--- src/rtl/vector_to_angle_pkg.sv ---
`default_nettype none
// ============================================================================
// Module   : vector_to_angle_pkg
// Brief    : Shared angle constants, 8-degree sin/cos tables and FSM states.
// Revision : 1.0
// ============================================================================
package vector_to_angle_pkg;

    localparam int NUM_ANGLES     = 45;
    localparam int ANGLE_STEP_DEG = 8;
    localparam int LUT_W          = 10;
    localparam int IDX_W          = 6;

    typedef logic signed [LUT_W-1:0] lut_t;

    // round(256*sin(8*i)) and round(256*cos(8*i)), i = 0..44
    localparam lut_t SIN_LUT [NUM_ANGLES] = '{
          10'sd0,    10'sd36,   10'sd71,  10'sd104,  10'sd136,  10'sd165,  10'sd190,  10'sd212,
        10'sd230,   10'sd243,  10'sd252,  10'sd256,  10'sd255,  10'sd248,  10'sd237,  10'sd222,
        10'sd202,   10'sd178,  10'sd150,  10'sd120,   10'sd88,   10'sd53,   10'sd18,  -10'sd18,
        -10'sd53,  -10'sd88, -10'sd120, -10'sd150, -10'sd178, -10'sd202, -10'sd222, -10'sd237,
       -10'sd248, -10'sd255, -10'sd256, -10'sd252, -10'sd243, -10'sd230, -10'sd212, -10'sd190,
       -10'sd165, -10'sd136, -10'sd104,  -10'sd71,  -10'sd36
    };

    localparam lut_t COS_LUT [NUM_ANGLES] = '{
        10'sd256,   10'sd254,  10'sd246,  10'sd234,  10'sd217,  10'sd196,  10'sd171,  10'sd143,
        10'sd112,    10'sd79,   10'sd44,    10'sd9,  -10'sd27,  -10'sd62,  -10'sd96, -10'sd128,
       -10'sd158,  -10'sd184, -10'sd207, -10'sd226, -10'sd241, -10'sd250, -10'sd255, -10'sd255,
       -10'sd250,  -10'sd241, -10'sd226, -10'sd207, -10'sd184, -10'sd158, -10'sd128,  -10'sd96,
        -10'sd62,   -10'sd27,    10'sd9,   10'sd44,   10'sd79,  10'sd112,  10'sd143,  10'sd171,
        10'sd196,   10'sd217,  10'sd234,  10'sd246,  10'sd254
    };

    typedef enum logic [1:0] {
        ST_IDLE   = 2'd0,
        ST_SEARCH = 2'd1,
        ST_DONE   = 2'd2
    } state_e;

endpackage
`default_nettype wire

--- src/rtl/angle_lut.sv ---
`default_nettype none
// ============================================================================
// Module   : angle_lut
// Brief    : Combinational 6-bit angle index to signed sin/cos lookup.
// Revision : 1.0
// ============================================================================
module angle_lut
    import vector_to_angle_pkg::*;
(
    input  logic [IDX_W-1:0] i_idx,
    output lut_t             o_sin,
    output lut_t             o_cos
);

    // Unused index codes read as zero so callers need no range guard.
    always_comb begin
        o_sin = '0;
        o_cos = '0;
        if (int'(i_idx) < NUM_ANGLES) begin
            o_sin = SIN_LUT[i_idx];
            o_cos = COS_LUT[i_idx];
        end
    end

endmodule
`default_nettype wire

--- src/rtl/vector_to_angle.sv ---
`default_nettype none
// ============================================================================
// Module   : vector_to_angle
// Brief    : Serial arg-max search of dx*cos+dy*sin over the 45 angle steps.
// Revision : 1.0
// ============================================================================
module vector_to_angle
    import vector_to_angle_pkg::*;
#(
    parameter int W = 12
) (
    input  logic                Clk,
    input  logic                Reset,
    input  logic                in_valid,
    output logic                in_ready,
    input  logic signed [W-1:0] dx,
    input  logic signed [W-1:0] dy,
    output logic                out_valid,
    input  logic                out_ready,
    output logic [IDX_W-1:0]    out_angle,
    output logic                out_zero
);

    localparam int c_prod_w = W + LUT_W;
    localparam int c_dot_w  = W + LUT_W + 1;
    localparam logic [IDX_W-1:0] c_last_idx = IDX_W'(NUM_ANGLES - 1);

    state_e                     state_q, state_d;
    logic signed [W-1:0]        dx_q, dx_d;
    logic signed [W-1:0]        dy_q, dy_d;
    logic [IDX_W-1:0]           idx_q, idx_d;
    logic [IDX_W-1:0]           angle_q, angle_d;
    logic signed [c_dot_w-1:0]  best_q, best_d;
    logic                       zero_q, zero_d;

    lut_t                       w_sin, w_cos;
    logic signed [c_prod_w-1:0] w_prod_x, w_prod_y;
    logic signed [c_dot_w-1:0]  w_dot;
    logic                       w_better;

    angle_lut u_lut (
        .i_idx (idx_q),
        .o_sin (w_sin),
        .o_cos (w_cos)
    );

    always_comb begin
        w_prod_x = c_prod_w'(dx_q) * c_prod_w'(w_cos);
        w_prod_y = c_prod_w'(dy_q) * c_prod_w'(w_sin);
        w_dot    = c_dot_w'(w_prod_x) + c_dot_w'(w_prod_y);
        // Strict compare keeps the lowest index on ties.
        w_better = (idx_q == '0) || (w_dot > best_q);
    end

    always_ff @(posedge Clk) begin
        if (Reset) begin
            state_q <= ST_IDLE;
            dx_q    <= '0;
            dy_q    <= '0;
            idx_q   <= '0;
            angle_q <= '0;
            best_q  <= '0;
            zero_q  <= 1'b0;
        end else begin
            state_q <= state_d;
            dx_q    <= dx_d;
            dy_q    <= dy_d;
            idx_q   <= idx_d;
            angle_q <= angle_d;
            best_q  <= best_d;
            zero_q  <= zero_d;
        end
    end

    always_comb begin
        state_d = state_q;
        dx_d    = dx_q;
        dy_d    = dy_q;
        idx_d   = idx_q;
        angle_d = angle_q;
        best_d  = best_q;
        zero_d  = zero_q;
        case (state_q)
            ST_IDLE: begin
                if (in_valid) begin
                    dx_d    = dx;
                    dy_d    = dy;
                    zero_d  = (dx == '0) && (dy == '0);
                    idx_d   = '0;
                    state_d = ST_SEARCH;
                end
            end
            ST_SEARCH: begin
                if (w_better) begin
                    best_d  = w_dot;
                    angle_d = idx_q;
                end
                idx_d = idx_q + IDX_W'(1);
                if (idx_q == c_last_idx) begin
                    state_d = ST_DONE;
                end
            end
            ST_DONE: begin
                if (out_ready) begin
                    state_d = ST_IDLE;
                end
            end
            default: state_d = ST_IDLE;
        endcase
    end

    always_comb begin
        in_ready  = (state_q == ST_IDLE);
        out_valid = (state_q == ST_DONE);
        out_angle = (state_q == ST_DONE) ? angle_q : '0;
        out_zero  = (state_q == ST_DONE) && zero_q;
    end

endmodule
`default_nettype wire

--- config.mk ---
export PLATFORM = sky130hd
export DESIGN_NAME = vector_to_angle
export DESIGN_NICKNAME = d
export VERILOG_FILES = /design/src/rtl/vector_to_angle_pkg.sv /design/src/rtl/angle_lut.sv /design/src/rtl/vector_to_angle.sv
export SDC_FILE = /design/constraint.sdc
export NUM_CORES = 1
export LEC_CHECK = 0
export CORE_AREA = 4 4 215 154
export CTS_BUF_LIST = sky130_fd_sc_hd__clkbuf_4
export CTS_CLUSTER_SIZE = 28
export DETAILED_ROUTE_END_ITERATION = 10
export DIE_AREA = 0 0 219 158
export GPL_TIMING_DRIVEN = 0
export HOLD_SLACK_MARGIN = 0.15
export PLACE_DENSITY = 0.7
export SLEW_MARGIN = 20
export SYNTH_ARGS = -nofsm -noshare
export SYNTH_HDL_FRONTEND = slang
export SYNTH_SLANG_ARGS = --single-unit
--- constraint.sdc ---
create_clock -name Clk -period 13.32 [get_ports Clk]
set_input_delay 1.332 -clock Clk [delete_from_list [all_inputs] [get_ports Clk]]
set_output_delay 1.332 -clock Clk [all_outputs]
set_load 0.02 [all_outputs]
==> impl_metrics.ini, run 1 <==
[critical_path]
cp.arrival_ns = 12.76
critical-path-top-cell-by-count = sky130_fd_sc_hd__fa_1
critical_path.slowest_cell = sky130_fd_sc_hd__a221oi_1
worst-path-max-fanout = 10
cp_data_required_time_ns = 13.66
r2r_slack_ns = 0.90
timing.critical_path.slowest_cell_delay_ns = 0.95
path_class = reg2reg
endpoint_kind = flop
critPathLaunchType = flop
ff2ff_path_depth = 37

[global_routing]
grt_start_max_net_pins = 18
grt_pass1_wl_um = 62190
groute.usage.overall_pct = 23.08
gr-total-overflow = 0
grt_pass1_vias = 11460
antenna_found_initial = 1

[power]
cellPowerDensity_nw_per_um2 = 55.92
irDropWorstVdd_v = 0.00004418
leakage_nw = 7.284

[synthesis]
synth.net_count = 2036
netlist_area_before_placement_um2 = 13780
yosysTopAreaCellShare_pct = 38.21
synthFlopType = sky130_fd_sc_hd__dfxtp_1
yosys_warnings = 0
synth_async_sr_flop_share_pct = 0
ys_top_cells_by_area = sky130_fd_sc_hd__fa_1, sky130_fd_sc_hd__ha_1, sky130_fd_sc_hd__inv_1
yosysMostFrequentCell = sky130_fd_sc_hd__inv_1
synth-edff-count = 0
synth_cell_types = 63
syn-instance-count = 1620
synth.top_cells.by_count = sky130_fd_sc_hd__inv_1, sky130_fd_sc_hd__fa_1, sky130_fd_sc_hd__nand2_1
yosysTopAreaCell = sky130_fd_sc_hd__fa_1
synthesis.area_per_instance_um2 = 8.507
synth_seq_cells = 62
synth_sequential_area_ratio_pct = 9.007

[job]
cap_violations = 0

[timing]
hold_viol_final = 0
final.period_utilization_pct = 93.23
setup_viol_count_final = 0
post-route-min-period_ns = 12.42
clock-skew-final_ns = 0.02545
final.setup.worst_slack_ns = 0.9014
rsz0062_at_grt = no
worstMarginPinSlew_ns = 1.116
setup_tns_ns = 0
max-slew-margin-rel_pct = 25.61
achievable-frequency_mhz = 80.52
slew_viol_final = 0

[detailed_routing]
ant_nets = 0
wire_per_inst_um = 18.31
drt_iter0_markers = 880
firstDrtPassIters = 6
detail_route.wirelength_um = 38350
via_count = 11100
route.detailed.vias_per_inst = 5.300
drc = 0

[clock_network]
clock_tree.buffer_depth = 2
hold_buffers = 0
h_tree_lvls = 3
tritoncts.num_buffers = 9
cts_tree = built
clock_sinks = 62
cts.clk_slew.worst_paths_ns = 0.12
number_of_gates_given_a_new_drive_strength_after_cts = 0
root_buffer_selected_by_cts = sky130_fd_sc_hd__clkbuf_4
postCtsSetupRepairBufs = 0
clock_latency_of_the_later_clocked_register_in_the_worst_skew_pair_ns = 0.48

[floorplan]
die_y_um = 158
initial_utilization_pct = 44.53
width_of_the_die_um = 219
design.die.area_um2 = 34600
num_io_pins = 37
design.core.area_um2 = 30940
placementRows = 54

[placement]
detailedPlace.worstSlack_ns = 1.269
finalWeightedCongestion = 0.9854
numPortBuffers = 35
final_hpwl_from_detailed_placement_um = 32200

[cells_and_area]
layout.nets = 2083
drive_above_1_share_pct = 2.093
area_growth_syn_to_layout_pct = 7.690

[outcome]
status = completed

[min_path]
timing.hold.worst_path_depth = 2
hp-class = reg2reg
-- cells by family (layout without fill, tap and decap cells) --
kind of cell / count (synthesis) / count (layout) / share of synthesized area (%)
buf+inv: 418 / 470 / 11.59
simple gates: 501 / 501 / 17.03
compound gates: 193 / 193 / 8.862
fa+ha+maj: 389 / 389 / 49.63
flops: 62 / 62 / 9.007
mux: 28 / 28 / 2.034
xor+xnor: 29 / 29 / 1.843
other cells: 0 / 2 / 0
-- where the power goes --
part / internal [W] / switching, W
clock network: 0.0000764 / 0.0000860
logic: 0.000180 / 0.000283
registers: 0.000197 / 0.00000747
total: 0.000453 / 0.000376
-- final cells by class --
| type | instances | area (um^2) |
|---|---|---|
| timing repair buffer | 36 | 357.8 |
| tap | 420 | 525.5 |
| buffer | 82 | 336.6 |
| fill | 3089 | 16100 |
| clock buffer | 9 | 67.56 |
| sequential | 62 | 1241 |
| antenna | 2 | 5.005 |
| inverter | 336 | 1261 |
| multi-input combinational | 1140 | 10950 |
| clock inverter | 7 | 98.84 |
-- critical path: cells and delay by family, from the launching register on --
kind	cells	cell delay, ns
flip-flops	1	0.49
adder cells (fa/ha/maj)	10	4.68
AO/OA/AOI/OAI	9	3.23
AND/OR/NAND/NOR	8	1.66
buffers and inverters	9	1.97
multiplexers	1	0.22
-- stage by stage --
stage / utilization, % / hold WS [ns] / area (um^2) / total power, W / std cells
after global placement: 47.36 / 0.4459 / 14660 / 0.0006538 / 2075
after detailed placement: 47.38 / 0.4492 / 14660 / 0.0006644 / 2075
after global routing: 47.94 / 0.4899 / 14840 / 0.0008970 / 2092
final: 47.96 / 0.4647 / 14840 / 0.0008298 / 2094
after floorplan: - / 0.4351 / 13780 / 0.0005314 / 1620
after CTS: 47.92 / 0.4658 / 14830 / 0.0008271 / 2091
-- routing by layer --
| layer | vias to the layer above | GRT usage, % | part of all wire (%) |
|---|---|---|---|
| met5 | - | 0 | 0.042 |
| met4 | 2 | 5.504 | 2.5 |
| met3 | 59 | 4.835 | 8.5 |
| met2 | 440 | 35.89 | 44 |
| met1 | 5540 | 33.27 | 45 |
| li1 | 5057 | - | - |
-- layout by cell type, fill, tap and decap left out, drive strengths merged, types with 4 or more instances in the layout --
cell type / netlist / layout
nor2: 90 / 90
a21oi: 85 / 85
and2: 103 / 103
dfxtp: 62 / 62
o21bai: 5 / 5
nor4: 7 / 7
nor3: 10 / 10
clkbuf: 69 / 79
o21ai: 34 / 34
nand3: 17 / 17
fa: 263 / 263
nand2: 213 / 213
or2: 4 / 4
mux2i: 28 / 28
xor2: 4 / 4
nor2b: 19 / 19
and3: 4 / 4
ha: 125 / 125
buf: 13 / 13
clkinv: 1 / 5
nand2b: 21 / 21
a221oi: 4 / 4
clkdlybuf4s50: 0 / 35
o211ai: 6 / 6
xnor2: 25 / 25
a211oi: 11 / 11
nand4: 7 / 7
inv: 335 / 335
o21a: 5 / 5
a21o: 7 / 7
-- registers in the layout, indices dropped and copies added (netlist names) --
signal / cells
dx_q: 12
dy_q: 12
zero_q: 1
state_q: 2
idx_q: 6
best_q: 23
angle_q: 6
-- final timing paths --
| check | startpoint | end |
|---|---|---|
| min | dy_q[6]$_SDFFE_PP0P_ | dy_q[6]$_SDFFE_PP0P_ |
| max | idx_q[0]$_SDFFE_PP0P_ | best_q[13]$_SDFFE_PP0P_ |
| min reg2reg | dy_q[6]$_SDFFE_PP0P_ | dy_q[6]$_SDFFE_PP0P_ |
| max reg2reg | idx_q[0]$_SDFFE_PP0P_ | best_q[13]$_SDFFE_PP0P_ |
No activity file was read; power rests on OpenSTA's default activity.
==> inputs of run 2 (changes only) <==
--- a/config.mk
+++ b/config.mk
@@ -5,11 +5,12 @@
 export SDC_FILE = /design/constraint.sdc
 export NUM_CORES = 1
 export LEC_CHECK = 0
-export CORE_AREA = 4 4 215 154
+export ABC_AREA = 1
+export CORE_AREA = 3 3 215 154
 export CTS_BUF_LIST = sky130_fd_sc_hd__clkbuf_4
 export CTS_CLUSTER_SIZE = 28
 export DETAILED_ROUTE_END_ITERATION = 10
-export DIE_AREA = 0 0 219 158
+export DIE_AREA = 0 0 218 157
 export GPL_TIMING_DRIVEN = 0
 export HOLD_SLACK_MARGIN = 0.15
 export PLACE_DENSITY = 0.7
==> constraint.sdc (replaced) <==
create_clock -name Clk -period 12 [get_ports Clk]
set_input_delay 1.2 -clock Clk [delete_from_list [all_inputs] [get_ports Clk]]
set_output_delay 1.2 -clock Clk [all_outputs]
set_load 0.02 [all_outputs]
==> run 2 against run 1 <==
  * Highest routed layer is now met4
  * Synthesized area rose by 1.6%
  * Power rose by 81%
  * Count of clock-buffer cells in the layout did not move
  * Critical path depth rose by 3
  * Combinational power rose by 130%
  * Register-to-register slack improved by 0.51 ns
  * Global-route usage rose by 2.9 points
  * Final cell count rose by 10%
  * Critical endpoint is now best_q[5]$_SDFFE_PP0P_
==> impl_metrics.ini, run 2 <==
[cells_and_area]
ff_latch_area_um2 = 1241
layout.nets = 2297
multi_input_comb_area_um2 = 10780
layout_common_cells = sky130_fd_sc_hd__inv_1, sky130_fd_sc_hd__nand2_1, sky130_fd_sc_hd__fa_1
fin_area_um2 = 15020
regMostFlops = best_q
largestRegisters = best_q (23), dx_q (12), dy_q (12)
largest_reg_flops = 23
drive_above_1_share_pct = 3.712
layout_commonest_cell = sky130_fd_sc_hd__inv_1
area_growth_syn_to_layout_pct = 7.283
fill_cells = 3124

[floorplan]
die_y_um = 157
width_of_the_die_um = 218
design.die.area_um2 = 34230
design.core.area_um2 = 31080
initial_utilization_pct = 45.05
placementRows = 54
num_io_pins = 37

[detailed_routing]
firstDrtPassIters = 6
drc = 0
via_count = 12080
ant_nets = 0
detail_route.wirelength_um = 42180
route.detailed.vias_per_inst = 5.236
wire_per_inst_um = 18.28
drt_iter0_markers = 1240

[clock_network]
tritoncts.num_buffers = 9
cts.clk_slew.worst_paths_ns = 0.14
root_buffer_selected_by_cts = sky130_fd_sc_hd__clkbuf_4
cts_tree = built
postCtsSetupRepairBufs = 0
h_tree_lvls = 3
clock_sinks = 62
clock_tree.buffer_depth = 2
clock_latency_of_the_later_clocked_register_in_the_worst_skew_pair_ns = 0.49
hold_buffers = 0
number_of_gates_given_a_new_drive_strength_after_cts = 0

[power]
leakage_nw = 7.924
cellPowerDensity_nw_per_um2 = 100.0
irDropWorstVdd_v = 0.00006659
combPwrFrac_pct = 71.4
netSwitchingPower_w = 0.0008135
p_clk_share_pct = 11.4
power.switching_fraction_pct = 54.14
sequentialPowerShare_pct = 17.2
internal_power_w = 0.0006892

[timing]
worstMarginPinSlew_ns = 0.8265
max-slew-margin-rel_pct = 44.90
final.period_utilization_pct = 88.24
post-route-min-period_ns = 10.59
hold_viol_final = 0
slew_viol_final = 0
final.setup.worst_slack_ns = 1.412
rsz0062_at_grt = no
achievable-frequency_mhz = 94.44
clock-skew-final_ns = 0.03477
setup_tns_ns = 0
setup_viol_count_final = 0

[critical_path]
path_class = reg2reg
r2r_slack_ns = 1.41
worst_r2r_startpoint = idx_q[0]$_SDFFE_PP0P_
critical_path.slowest_cell = sky130_fd_sc_hd__fa_1
cp.arrival_ns = 10.95
worstSetupStartpoint = idx_q[0]$_SDFFE_PP0P_
cp_data_required_time_ns = 12.37
timing.critical_path.slowest_cell_delay_ns = 0.65
worst-path-max-fanout = 14
endpoint_kind = flop
ff2ff_path_depth = 40
critPathLaunchType = flop
critPathCapture = best_q[5]$_SDFFE_PP0P_
regToRegEndpoint = best_q[5]$_SDFFE_PP0P_
critical-path-top-cell-by-count = sky130_fd_sc_hd__nand2_1

[synthesis]
synth.top_cells.by_count = sky130_fd_sc_hd__inv_1, sky130_fd_sc_hd__nand2_1, sky130_fd_sc_hd__fa_1
yosys_warnings = 0
synthFlopType = sky130_fd_sc_hd__dfxtp_1
ys_top_cells_by_area = sky130_fd_sc_hd__fa_1, sky130_fd_sc_hd__inv_1, sky130_fd_sc_hd__ha_1
synth.net_count = 2251
netlist_area_before_placement_um2 = 14000
synth_sequential_area_ratio_pct = 8.864
yosys.area_share.adder_pct = 48.77
synth_seq_cells = 62
synthesis.area_per_instance_um2 = 7.631
yosysTopAreaCellShare_pct = 37.60
syn-instance-count = 1835
synth_cell_types = 44
synth_simple_gate_area_share_pct = 19.27
yosysTopAreaCell = sky130_fd_sc_hd__fa_1
yosys-mux-area-fraction_pct = 0
synth_xor_xnor_area_share_pct = 1.063
synth_async_sr_flop_share_pct = 0
dominant_combinational_cell_family_by_area_after_synthesis = adder cells
synth-compound-area-share_pct = 7.899
yosysMostFrequentCell = sky130_fd_sc_hd__inv_1
synth-edff-count = 0

[placement]
detailedPlace.worstSlack_ns = 1.659
final_hpwl_from_detailed_placement_um = 36580
numPortBuffers = 35
finalWeightedCongestion = 0.9884
postPlaceCellArea_um2 = 14880

[min_path]
hp-class = reg2reg
hold_path_startpoint = zero_q$_SDFFE_PP0P_

[global_routing]
grt_start_max_net_pins = 18
antenna_found_initial = 1
gr-total-overflow = 0
grt_pass1_vias = 12050
grt_pass1_wl_um = 68830
groute.usage.overall_pct = 26.00

[job]
cap_violations = 0

[outcome]
status = completed
run 2: changes by cell type in the layout (fill, tap and decap cells not counted), moves of 30 or more:
cell	before	now
sky130_fd_sc_hd__clkbuf_1	69	14
sky130_fd_sc_hd__nand3_1	17	47
sky130_fd_sc_hd__nand2_1	213	341
sky130_fd_sc_hd__and2_1	103	0
sky130_fd_sc_hd__inv_1	334	442
sky130_fd_sc_hd__nor2_1	90	217
sky130_fd_sc_hd__o21ai_0	30	73
run 2: critical path: cells and delay by family (launching register included):
kind | cells | cell delay (ns)
compound gates | 5 | 1.12
fa+ha+maj | 10 | 4.83
buf+inv | 8 | 1.65
flops | 1 | 0.63
simple gates | 17 | 2.22
run 2: how the worst min path moves through the flow:
stage,end,cells past startpoint
3_5_place_dp,zero_q$_SDFFE_PP0P_,2
5_1_grt,zero_q$_SDFFE_PP0P_,2
2_1_floorplan,zero_q$_SDFFE_PP0P_,2
4_1_cts,zero_q$_SDFFE_PP0P_,2
6_report,zero_q$_SDFFE_PP0P_,2
3_3_place_gp,zero_q$_SDFFE_PP0P_,2
run 2: power by group through the flow:
stage | registers, W | clock network [W] | logic [W]
2_1_floorplan | 0.000253 | 0 | 0.000774
3_3_place_gp | 0.000261 | 0 | 0.00104
3_5_place_dp | 0.000261 | 0 | 0.00106
4_1_cts | 0.000257 | 0.000174 | 0.00107
5_1_grt | 0.000260 | 0.000178 | 0.00124
6_report | 0.000258 | 0.000172 | 0.00107
run 2: kinds of logic (layout without fill, tap and decap cells):
family	count (synthesis)	count (layout)
simple gates	659	659
buf+inv	505	556
fa+ha+maj	388	388
compound gates	204	204
flops	62	62
xor+xnor	17	17
other cells	0	1
run 2: area by class of cell:
type                    count  share of cell area [%]
flip-flops and latches     62                   8.263
repair buffers             35                   2.332
plain buffers              47                   1.724
multi-input cells        1268                   71.78
clock buffers               9                  0.4498
inverters                 458                   11.44
clock inverters             7                  0.4914
well taps                 420                   3.498
diodes                      1                 0.01666
run 2: metrics by stage:
step           hold slack (ns)  utilization, %  total power [W]  cells
3_5_place_dp            0.4654           47.87         0.001320   2290
6_report                0.4799           48.33         0.001503   2307
3_3_place_gp            0.4566           47.87         0.001301   2290
4_1_cts                 0.4850           48.33         0.001501   2306
2_1_floorplan           0.4453               -         0.001027   1835
5_1_grt                 0.4968           48.33         0.001677   2307
run 2: per-layer routing:
layer | share of wire [%] | track usage, % | up-vias | routed length [um]
li1 | - | - | 5586 | -
met1 | 47 | 40.00 | 5922 | 20010
met2 | 40 | 37.00 | 531 | 16920
met3 | 10 | 6.137 | 40 | 4365
met4 | 2.1 | 5.649 | 0 | 887
met5 | 0 | 0 | - | 0
